==> config.mk <==
export PLATFORM = sky130hd
export DESIGN_NAME = alu_seq
export DESIGN_NICKNAME = d
export VERILOG_FILES = /design/src/rtl/alu_seq.sv
export SDC_FILE = /design/constraint.sdc
export NUM_CORES = 1
export LEC_CHECK = 0
export BUFFER_PORTS_ARGS = -buffer_cell sky130_fd_sc_hd__buf_4
export CORE_MARGIN = 2
export CORE_UTILIZATION = 40
export CTS_BUF_LIST = sky130_fd_sc_hd__clkbuf_16
export DETAILED_ROUTE_END_ITERATION = 8
export PLACE_DENSITY = 0.68
export RECOVER_POWER = 50
export SETUP_SLACK_MARGIN = 0.4
export SLEW_MARGIN = 20
export SYNTH_ARGS = -nofsm -noshare
export SYNTH_HDL_FRONTEND = slang
export SYNTH_SLANG_ARGS = --single-unit
==> constraint.sdc <==
create_clock -name clk -period 8.5 [get_ports clk]
set_input_delay 2.125 -clock clk [delete_from_list [all_inputs] [get_ports clk]]
set_output_delay 2.125 -clock clk [all_outputs]
set_load 0.02 [all_outputs]
==> src/rtl/alu_seq.sv <==
// Sequential 32-bit ALU: single-cycle logic/arith ops, 32-cycle shift-add multiply
// and (when ALU_SEQ_DIV_EN is defined) a 32-cycle restoring divider.
//
//   state  | meaning
//   S_IDLE | waiting for start; result/zero/err hold the last outcome
//   S_EXEC | operation in flight (1 cycle, or 32 for mul/div)
//   S_DONE | one-cycle result-valid pulse
module alu_seq (
   input  logic        clk,
   input  logic        rst,
   input  logic [3:0]  sel,
   input  logic [31:0] a,
   input  logic [31:0] b,
   input  logic        start,
   output logic        busy,
   output logic        done,
   output logic [31:0] result,
   output logic        zero,
   output logic        err
);

   typedef enum logic [1:0] {S_IDLE, S_EXEC, S_DONE} state_t;

   state_t      r_state;
   state_t      w_state_nxt;
   logic [3:0]  r_sel;
   logic [31:0] r_a;       // operand A; multiplicand for mul, quotient for div
   logic [31:0] r_b;       // operand B; multiplier for mul, divisor for div
   logic [31:0] r_acc;     // product accumulator or partial remainder
   logic [4:0]  r_cnt;
   logic [31:0] r_result;
   logic        r_zero;
   logic        r_err;

   logic        w_is_mul;
   logic        w_is_div;
   logic        w_multi;
   logic        w_last;
   logic [31:0] w_mul_acc;
   logic [31:0] w_res;
   logic        w_err;

   assign w_is_mul  = (r_sel == 4'b0010);
   assign w_mul_acc = r_b[0] ? (r_acc + r_a) : r_acc;

`ifdef ALU_SEQ_DIV_EN
   logic [32:0] w_rem_sh;
   logic [32:0] w_diff;
   logic [31:0] w_rem_nxt;
   logic [31:0] w_quo_nxt;

   assign w_is_div  = (r_sel == 4'b0011);
   assign w_rem_sh  = {r_acc, r_a[31]};
   assign w_diff    = w_rem_sh - {1'b0, r_b};
   assign w_rem_nxt = w_diff[32] ? w_rem_sh[31:0] : w_diff[31:0];
   assign w_quo_nxt = {r_a[30:0], ~w_diff[32]};
`else
   assign w_is_div  = 1'b0;
`endif

   assign w_multi = w_is_mul | w_is_div;
   assign w_last  = w_multi ? (r_cnt == 5'd0) : 1'b1;

   // Final value as seen on the last EXEC cycle, including that cycle's iteration
   always_comb begin
      w_res = 32'd0;
      w_err = 1'b0;
      case (r_sel)
         4'b0000: w_res = r_a + r_b;
         4'b0001: w_res = r_a - r_b;
         4'b0010: w_res = w_mul_acc;
`ifdef ALU_SEQ_DIV_EN
         4'b0011: begin
            if (r_b == 32'd0) begin
               w_res = 32'hFFFF_FFFF;
               w_err = 1'b1;
            end else begin
               w_res = w_quo_nxt;
            end
         end
`endif
         4'b0100: w_res = r_a & r_b;
         4'b0101: w_res = r_a | r_b;
         4'b0110: w_res = r_a ^ r_b;
         4'b0111: w_res = ~r_a;
         4'b1000: w_res = {31'd0, ($signed(r_a) < $signed(r_b))};
         default: w_err = 1'b1;
      endcase
   end

   always_comb begin
      w_state_nxt = r_state;
      busy        = 1'b1;
      done        = 1'b0;
      case (r_state)
         S_IDLE: begin
            busy = 1'b0;
            if (start) w_state_nxt = S_EXEC;
         end
         S_EXEC: if (w_last) w_state_nxt = S_DONE;
         S_DONE: begin
            done        = 1'b1;
            w_state_nxt = S_IDLE;
         end
         default: w_state_nxt = S_IDLE;
      endcase
   end

   always_ff @(posedge clk or posedge rst) begin
      if (rst) r_state <= S_IDLE;
      else     r_state <= w_state_nxt;
   end

   always_ff @(posedge clk or posedge rst) begin
      if (rst) begin
         r_sel    <= 4'd0;
         r_a      <= 32'd0;
         r_b      <= 32'd0;
         r_acc    <= 32'd0;
         r_cnt    <= 5'd0;
         r_result <= 32'd0;
         r_zero   <= 1'b1;
         r_err    <= 1'b0;
      end else if (r_state == S_IDLE) begin
         if (start) begin
            r_sel <= sel;
            r_a   <= a;
            r_b   <= b;
            r_acc <= 32'd0;
            r_cnt <= 5'd31;
         end
      end else if (r_state == S_EXEC) begin
         if (w_is_mul) begin
            r_acc <= w_mul_acc;
            r_a   <= r_a << 1;
            r_b   <= r_b >> 1;
         end
`ifdef ALU_SEQ_DIV_EN
         if (w_is_div) begin
            r_acc <= w_rem_nxt;
            r_a   <= w_quo_nxt;
         end
`endif
         if (w_multi) r_cnt <= r_cnt - 5'd1;
         if (w_last) begin
            r_result <= w_res;
            r_zero   <= (w_res == 32'd0);
            r_err    <= w_err;
         end
      end
   end

   assign result = r_result;
   assign zero   = r_zero;
   assign err    = r_err;

endmodule

# Yosys cells after proc, flatten, opt, wreduce, memory -nomap -nowiden

Index checks and enable logic that the tools add are counted.
W data, S select, Z words.

Flip-flop bits (word level): 141
Input port bits: 71
Output and inout bits: 36
Logic and storage cells: 66

$add $sub $neg: 4
Order comparisons: 1
Equal/unequal tests: 11
Muxes and demuxes: 25
Bitwise logic cells: 5
Reduce and logical (&&, ||, !) cells: 11

Operators by type and width:

| operator              | count |
|---|---|
| $mux W32              | 13 |
| $pmux W32 S8          | 1 |
| $add A32 B32 Y32      | 2 |
| $and A32 B32 Y32      | 1 |
| $logic_not A32 Y1     | 1 |
| $lt A32 B32 Y1        | 1 |
| $not A32 Y32          | 1 |
| $or A32 B32 Y32       | 1 |
| $sub A32 B32 Y32      | 1 |
| $xor A32 B32 Y32      | 1 |
| $mux W5               | 4 |
| $eq A4 B3 Y1 const B  | 4 |
| $reduce_or A8 Y1      | 1 |
| $reduce_and A3 Y1     | 2 |
| $logic_not A5 Y1      | 1 |
| $sub A5 B1 Y5 const B | 1 |
| $eq A4 B1 Y1 const B  | 1 |
| $eq A4 B2 Y1 const B  | 1 |
| $eq A4 B4 Y1 const B  | 1 |
| $logic_not A4 Y1      | 1 |
| $mux W1               | 4 |
| $mux W2               | 2 |
| $ne A2 B2 Y1 const B  | 2 |
| $pmux W2 S2           | 1 |
| 6 further kinds       | 8 |

# Depth between registers and ports, before layout

Gate-level depths: netlist of the first run.

Depth in word-level cells: 5
Depth in mapped cells: 15
Depth with buffers taken out: 14

# Worst setup path before layout of the first run

No wires, ideal clock.

Path kind: register to output
Start point: reg r_state[0]
End point: out busy
Data arrival time: 1.726 ns
Required time: 6.375 ns
Setup slack: 4.649 ns
Cell stages (with the launch flop): 5
Path buffers: 2
Path through: dfrtp_1 -> nor2_1 -> clkbuf_1 -> buf_1 -> inv_1

Word-level cells in the longest chain between the ends: 2

Ends and longest elaborated chain:

| what                   | RTL line | text |
|---|---|---|
| start, declared        | 24       | `state_t r_state;` |
| start signal, assigned | 111      | `else r_state <= w_state_nxt;` |
| $logic_not A2 Y1       | 95       | `case (r_state)` |
| $mux W1                | 95       |  |
| end, declared          | 15       | `output logic busy,` |

Every way passes these cells.

# Final worst setup path of the first run

Start point: reg r_sel[1]
End point: reg r_zero, in the netlist zero

Word-level cells in the longest chain between the ends: 3
Elaborated cells on any way between the ends: 12
Classes of those cells: eq/ne: 7; mux: 2; reduce/logical: 3

Ends and longest elaborated chain:

| what                                                          | RTL line | text |
|---|---|---|
| start, declared                                               | 26       | `logic [3:0] r_sel;` |
| start signal, assigned                                        | 126      | `r_sel <= sel;` |
| $eq A4 B4 Y1 (tied with other cells)                          | 68       | `case (r_sel)` |
| $pmux W32 S8 / $mux W1 (equally long branches)                | 68, 62   |  |
| $logic_not A32 Y1 / $reduce_and A3 Y1 (equally long branches) | n/a      |  |
| end signal, assigned                                          | 147      | `r_zero <= (w_res == 32'd0);` |
| end, declared                                                 | 32       | `logic r_zero;` |

Parallel ways exist; a longest one is shown, timed or not.
A chain may end at the register's enable or synchronous reset.

==> impl_metrics.toml, run 1 <==
[power]
peakVddDrop_mv = 0.1642
switching_power_mw = 4.352
power_density_nw_per_um2 = 473.1
switching_share = 0.5716
power_mw = 7.615
clockPowerShare = 0.106
leakage_nw = 7.384
internal_power_mw = 3.262
p_comb_frac = 0.722
power.sequential.fraction = 0.173

[layout]
utilization = 0.4514
final_cell_count_no_fill = 2311
most-common-layout-cells = "nand2_1, o21ai_0, ha_1"
drive_above_1_share = 0.1011
design.final.nets = 2055
area_growth_pct = 10.73
num_antenna_cells = 0
final_common_cell = "nand2_1"
final_cell_area_sq_um = 16090

[floorplan]
coreArea_sq_um = 35660
ios = 107
die_area_sq_um = 37880
die_y_um = 194.6
rows = 69
die_x_um = 194.6
initial_core_util = 0.4077

[routing]
ant_nets = 0
avgRoutedWirePerCell_um = 22.96
firstDrtPassIters = 6
via_per_inst = 6.256
drtIter0Drc = 1379
wl_um = 53070
drc = 0
vias = 14460

[cts]
clk_path_buf_depth = 2
path_clk_slew_ps = 70
cts_max_level = 4
clock_latency_ps = 470
cts.repair.resized = 0
clock-root-buffer = "clkbuf_16"
cts_tree = "built"
cts_made_buffers = 17
ctsHoldBuffers = 0
clock-sinks = 141
post_cts_buffers = 0

[sta]
max_clock_freq_ghz = 0.1556
rsz0062_at_grt = "no"
final-hold-violation-count = 0
timing.final.crit_period_ps = 6428
slew_violations = 201
worst_pin_slew_ps = 3860
setup_slack_ps = 2072
clock_skew_ps = 13.78
setup-tns-final_ps = 0
period_share = 0.7562
whs_ps = 482.0
setup_violations = 0
max_slew_margin = -1.587

[yosys]
synth_flop_cell = "dfrtp_1"
synth_edf_count = 0
async_reset_ff_frac = 1.000
seq_area_frac_synth = 0.2428
netlist_area_sq_um = 14540
synth_warnings = 0
syn_nets = 2031
avgSynthCellArea_sq_um = 8.017
ys_ff_latch = 141
ys_types = 95
synth_cells = 1813

[placed_design]
place.port_buffers = 106
post-place-ws_ps = 3756
dpl_cell_area_sq_um = 15610
hpwl_um = 39790
placed_cells = 2277
gp_congestion = 0.9508

[worst_setup_path]
end_kind = "register"
required_ps = 8870
critical_path_buf_inv_count = 3
crit_path_top_delay_cell = "clkbuf_1"
worst-path-max-fanout = 33
crit_chain = "clkbuf_1 -> clkbuf_1 -> or4_1 -> buf_4 -> nor2_1 -> a2111oi_0 -> and4_1 -> and4b_1 -> nand4_1 -> nor4_1 -> nand4_1 -> o31ai_2"
r2r_slack_ps = 2070
crit_path_max_incr_delay_ps = 1460
path_class = "register to register"
arrival_ps = 6800
critPathTopFamily = "buffers and inverters"
cp-start-kind = "register"

[grt]
antenna_found_initial = 0
grt_pass1_vias = 13870
grt.overflow.total = 0
grt_max_degree = 85
grt_usage = 0.2794
grt_pass1_wl_um = 82520

[hold_path]
hold_path.class = "register to register"

[outcome]
violations = "max-capacitance violations, max-slew violations"
outcome = "complete, but fails checks"

[flow_run]
cap_violations = 4
-- synth_stat cells (14+ instances only) --
master	n	area, sq um
and3_1	15	93.84
nand3_1	66	330.3
mux2i_1	92	920.9
xnor2_1	32	280.3
o21bai_1	15	112.6
a31oi_1	26	162.7
dfrtp_1	140	3503
o21a_1	14	105.1
a211oi_1	25	187.7
o22ai_1	15	93.84
clkbuf_1	98	367.9
nand4_1	22	137.6
nand2_1	206	773.2
o31ai_1	21	157.7
nor2b_1	21	131.4
ha_1	144	1802
nor2_1	101	379.1
nor3_1	38	190.2
inv_1	121	454.2
a21oi_1	112	560.5
a21o_1	36	270.3
o21ai_0	156	780.8
a221oi_1	14	122.6
buf_2	15	75.07
-- cell families (layout without fill, tap and decap cells) --
| family | count (synthesis) | in the layout | synth area share |
|---|---|---|---|
| xor+xnor | 44 | 44 | 0.02651 |
| fa+ha+maj | 147 | 147 | 0.1281 |
| buf+inv | 247 | 284 | 0.06637 |
| mux | 115 | 115 | 0.09125 |
| simple gates | 542 | 542 | 0.1770 |
| compound gates | 577 | 577 | 0.2680 |
| flops | 141 | 141 | 0.2428 |
-- per-layer routing --
metal / vias to the layer above / global-route usage / part of all wire
li1: 6668 / - / -
met1: 7034 / 0.3781 / 0.44
met2: 638 / 0.4484 / 0.46
met3: 117 / 0.04546 / 0.067
met4: 0 / 0.1040 / 0.037
met5: - / 0 / 0
-- power groups by stage --
stage                     clock (mW)  sequential [mW]  combinational [mW]
after floorplan                    0             1.22                3.84
after global placement             0             1.31                5.35
final                          0.806             1.31                5.50
after detailed placement           0             1.32                5.40
after CTS                      0.815             1.31                5.42
after global routing           0.840             1.36                5.93
-- path summary, 6_finish.rpt --
| kind | start | to | cells past startpoint |
|---|---|---|---|
| max in group asynchronous | rst | r_sel[0]$_DFFE_PP0P_ | 3 |
| hold / removal | result[6]$_DFFE_PP0P_ | result[6]$_DFFE_PP0P_ | 2 |
| hold reg to reg | result[6]$_DFFE_PP0P_ | result[6]$_DFFE_PP0P_ | 2 |
| min in group asynchronous | rst | r_b[17]$_DFFE_PP0P_ | 2 |
| setup / recovery | r_sel[1]$_DFFE_PP0P_ | zero$_DFFE_PP1P_ | 12 |
| setup reg to reg | r_sel[1]$_DFFE_PP0P_ | zero$_DFFE_PP1P_ | 12 |
-- worst register-to-register path: cells and delay by family (launching register included) --
kind	cells	cell delay, ps
flip-flops	1	340
AND/OR/NAND/NOR	7	1980
buffers and inverters	3	2900
AO/OA/AOI/OAI	2	1110
-- sequential cells by signal, indices dropped and copies added (netlist names) --
signal / flops
r_a: 32
r_state: 2
r_acc: 32
r_cnt: 5
err: 1
result: 32
r_sel: 4
zero: 1
r_b: 32
-- cell type report --
type | instances | area (sq um)
clock buffers | 17 | 425.4
clock inverters | 15 | 190.2
fillers | 3596 | 19560
inverters | 124 | 466.7
multi-input cells | 1425 | 10080
flip-flops and latches | 141 | 3532
well taps | 461 | 576.8
repair buffers | 128 | 827.0
Note: power is estimated with default switching activity, not from simulation.
==> run 2, diff against run 1 <==
==> constraint.sdc (replaced) <==
create_clock -name clk -period 6 [get_ports clk]
set_input_delay 1.5 -clock clk [delete_from_list [all_inputs] [get_ports clk]]
set_output_delay 1.5 -clock clk [all_outputs]
set_load 0.02 [all_outputs]
==> impl_metrics.toml, run 2 (synthesized netlist as in run 1, its figures left out) <==
[worst_setup_path]
cp-start-kind = "register"
cp-endpoint = "r_acc[11]$_DFFE_PP0P_"
arrival_ps = 5210
worst-path-max-fanout = 38
startpoint = "r_state[0]$_DFFE_PP0P_"
end_kind = "register"
rr_endpoint = "r_acc[11]$_DFFE_PP0P_"
r2r_slack_ps = 1080
required_ps = 6300
rr_startpoint = "r_state[0]$_DFFE_PP0P_"
path_class = "register to register"
r2r_cells = 5

[cts]
cts_made_buffers = 17
path_clk_slew_ps = 70
cts_tree = "built"
clk_path_buf_depth = 2
clock-root-buffer = "clkbuf_16"
clock-sinks = 141
ctsHoldBuffers = 0
clock_latency_ps = 460
cts.repair.resized = 0
post_cts_buffers = 0
cts_max_level = 4

[routing]
drc = 0
drtIter0Drc = 1546
ant_nets = 0
route.met2.wl_um = 25030
avgRoutedWirePerCell_um = 23.87
via_per_inst = 6.269
drt-met1-wl_um = 23400
wl_um = 55150
routed.top_layer = "met4"
firstDrtPassIters = 7
vias = 14480
dr_wl_met3_um = 4092

[layout]
design.final.nets = 2055
drive_above_1_share = 0.1157
final_cell_area_sq_um = 16140
num_antenna_cells = 0
seq_area_sq_um = 3531
nFillCells = 3568
final_common_cell = "nand2_1"
utilization = 0.4528
most-common-layout-cells = "nand2_1, o21ai_0, ha_1"
area_growth_pct = 11.07
multi_input_area_sq_um = 10090
final_cell_count_no_fill = 2310

[sta]
setup_violations = 0
clock_skew_ps = 16.38
setup_slack_ps = 1084
period_share = 0.8193
slew_violations = 161
setup-tns-final_ps = 0
rsz0062_at_grt = "no"
final-hold-violation-count = 0
timing.final.crit_period_ps = 4916
worst_pin_slew_ps = 2863
max_clock_freq_ghz = 0.2034
whs_ps = 482.4
max_slew_margin = -0.9189

[placed_design]
hpwl_um = 41250
placed_cells = 2278
post-place-ws_ps = 1517
gp_congestion = 1.022
dpl_cell_area_sq_um = 15620
place.port_buffers = 106

[floorplan]
ios = 107
die_x_um = 194.6
die_y_um = 194.6
die_area_sq_um = 37880
rows = 69
initial_core_util = 0.4077
coreArea_sq_um = 35660

[grt]
grt_max_degree = 70
antenna_found_initial = 0
grt.overflow.total = 0
grt_pass1_wl_um = 84120
grt_pass1_vias = 13880
grt_usage = 0.2883

[outcome]
violations = "max-capacitance violations, max-slew violations"
outcome = "complete, but fails checks"

[flow_run]
cap_violations = 4

[power]
power_density_nw_per_um2 = 667.4
power_mw = 10.77
peakVddDrop_mv = 0.3347
leakage_nw = 7.463

[hold_path]
whs_path_depth = 2
hold_path.class = "register to register"
run 2: cell count changes in the layout (fill, tap and decap cells not counted), sizes merged:
cell      previous run  this run
buf                 87       114
clkbuf              58        31
inv                132       127
clkinvlp             1         4
clkinv               5         6
run 2: routing by layer:
layer | up-vias | GRT usage
li1 | 6658 | -
met1 | 7002 | 0.3795
met2 | 674 | 0.4681
met3 | 148 | 0.04546
met4 | 0 | 0.1265
met5 | - | 0
run 2: critical path: stages, from the launching register on:
cell	delay [ps]
dfrtp_1	420
nor2_4	120
clkbuf_1	1670
nand2_1	1900
nand3_1	480
o21ai_0	150
run 2: worst min-delay path by stage:
stage,from,endpoint,slack [ps]
after detailed placement,result[29]$_DFFE_PP0P_,result[29]$_DFFE_PP0P_,470
final,result[21]$_DFFE_PP0P_,result[21]$_DFFE_PP0P_,480
after floorplan,r_acc[31]$_DFFE_PP0P_,r_acc[31]$_DFFE_PP0P_,460
after global placement,result[19]$_DFFE_PP0P_,result[19]$_DFFE_PP0P_,470
after global routing,result[21]$_DFFE_PP0P_,result[21]$_DFFE_PP0P_,500
after CTS,result[29]$_DFFE_PP0P_,result[29]$_DFFE_PP0P_,490
run 2: final cells by class:
cell class                 instances  share of cell area
multi-input combinational       1425              0.6249
sequential                       141              0.2187
timing repair buffer             128             0.05789
tap                              461             0.03573
inverter                         124             0.02891
clock buffer                      17             0.02635
clock inverter                    14            0.007518
run 2: power breakdown:
part | switching [mW] | internal, mW
clock | 0.473 | 0.568
sequential | 0.615 | 1.29
combinational | 5.03 | 2.79
total | 6.12 | 4.66
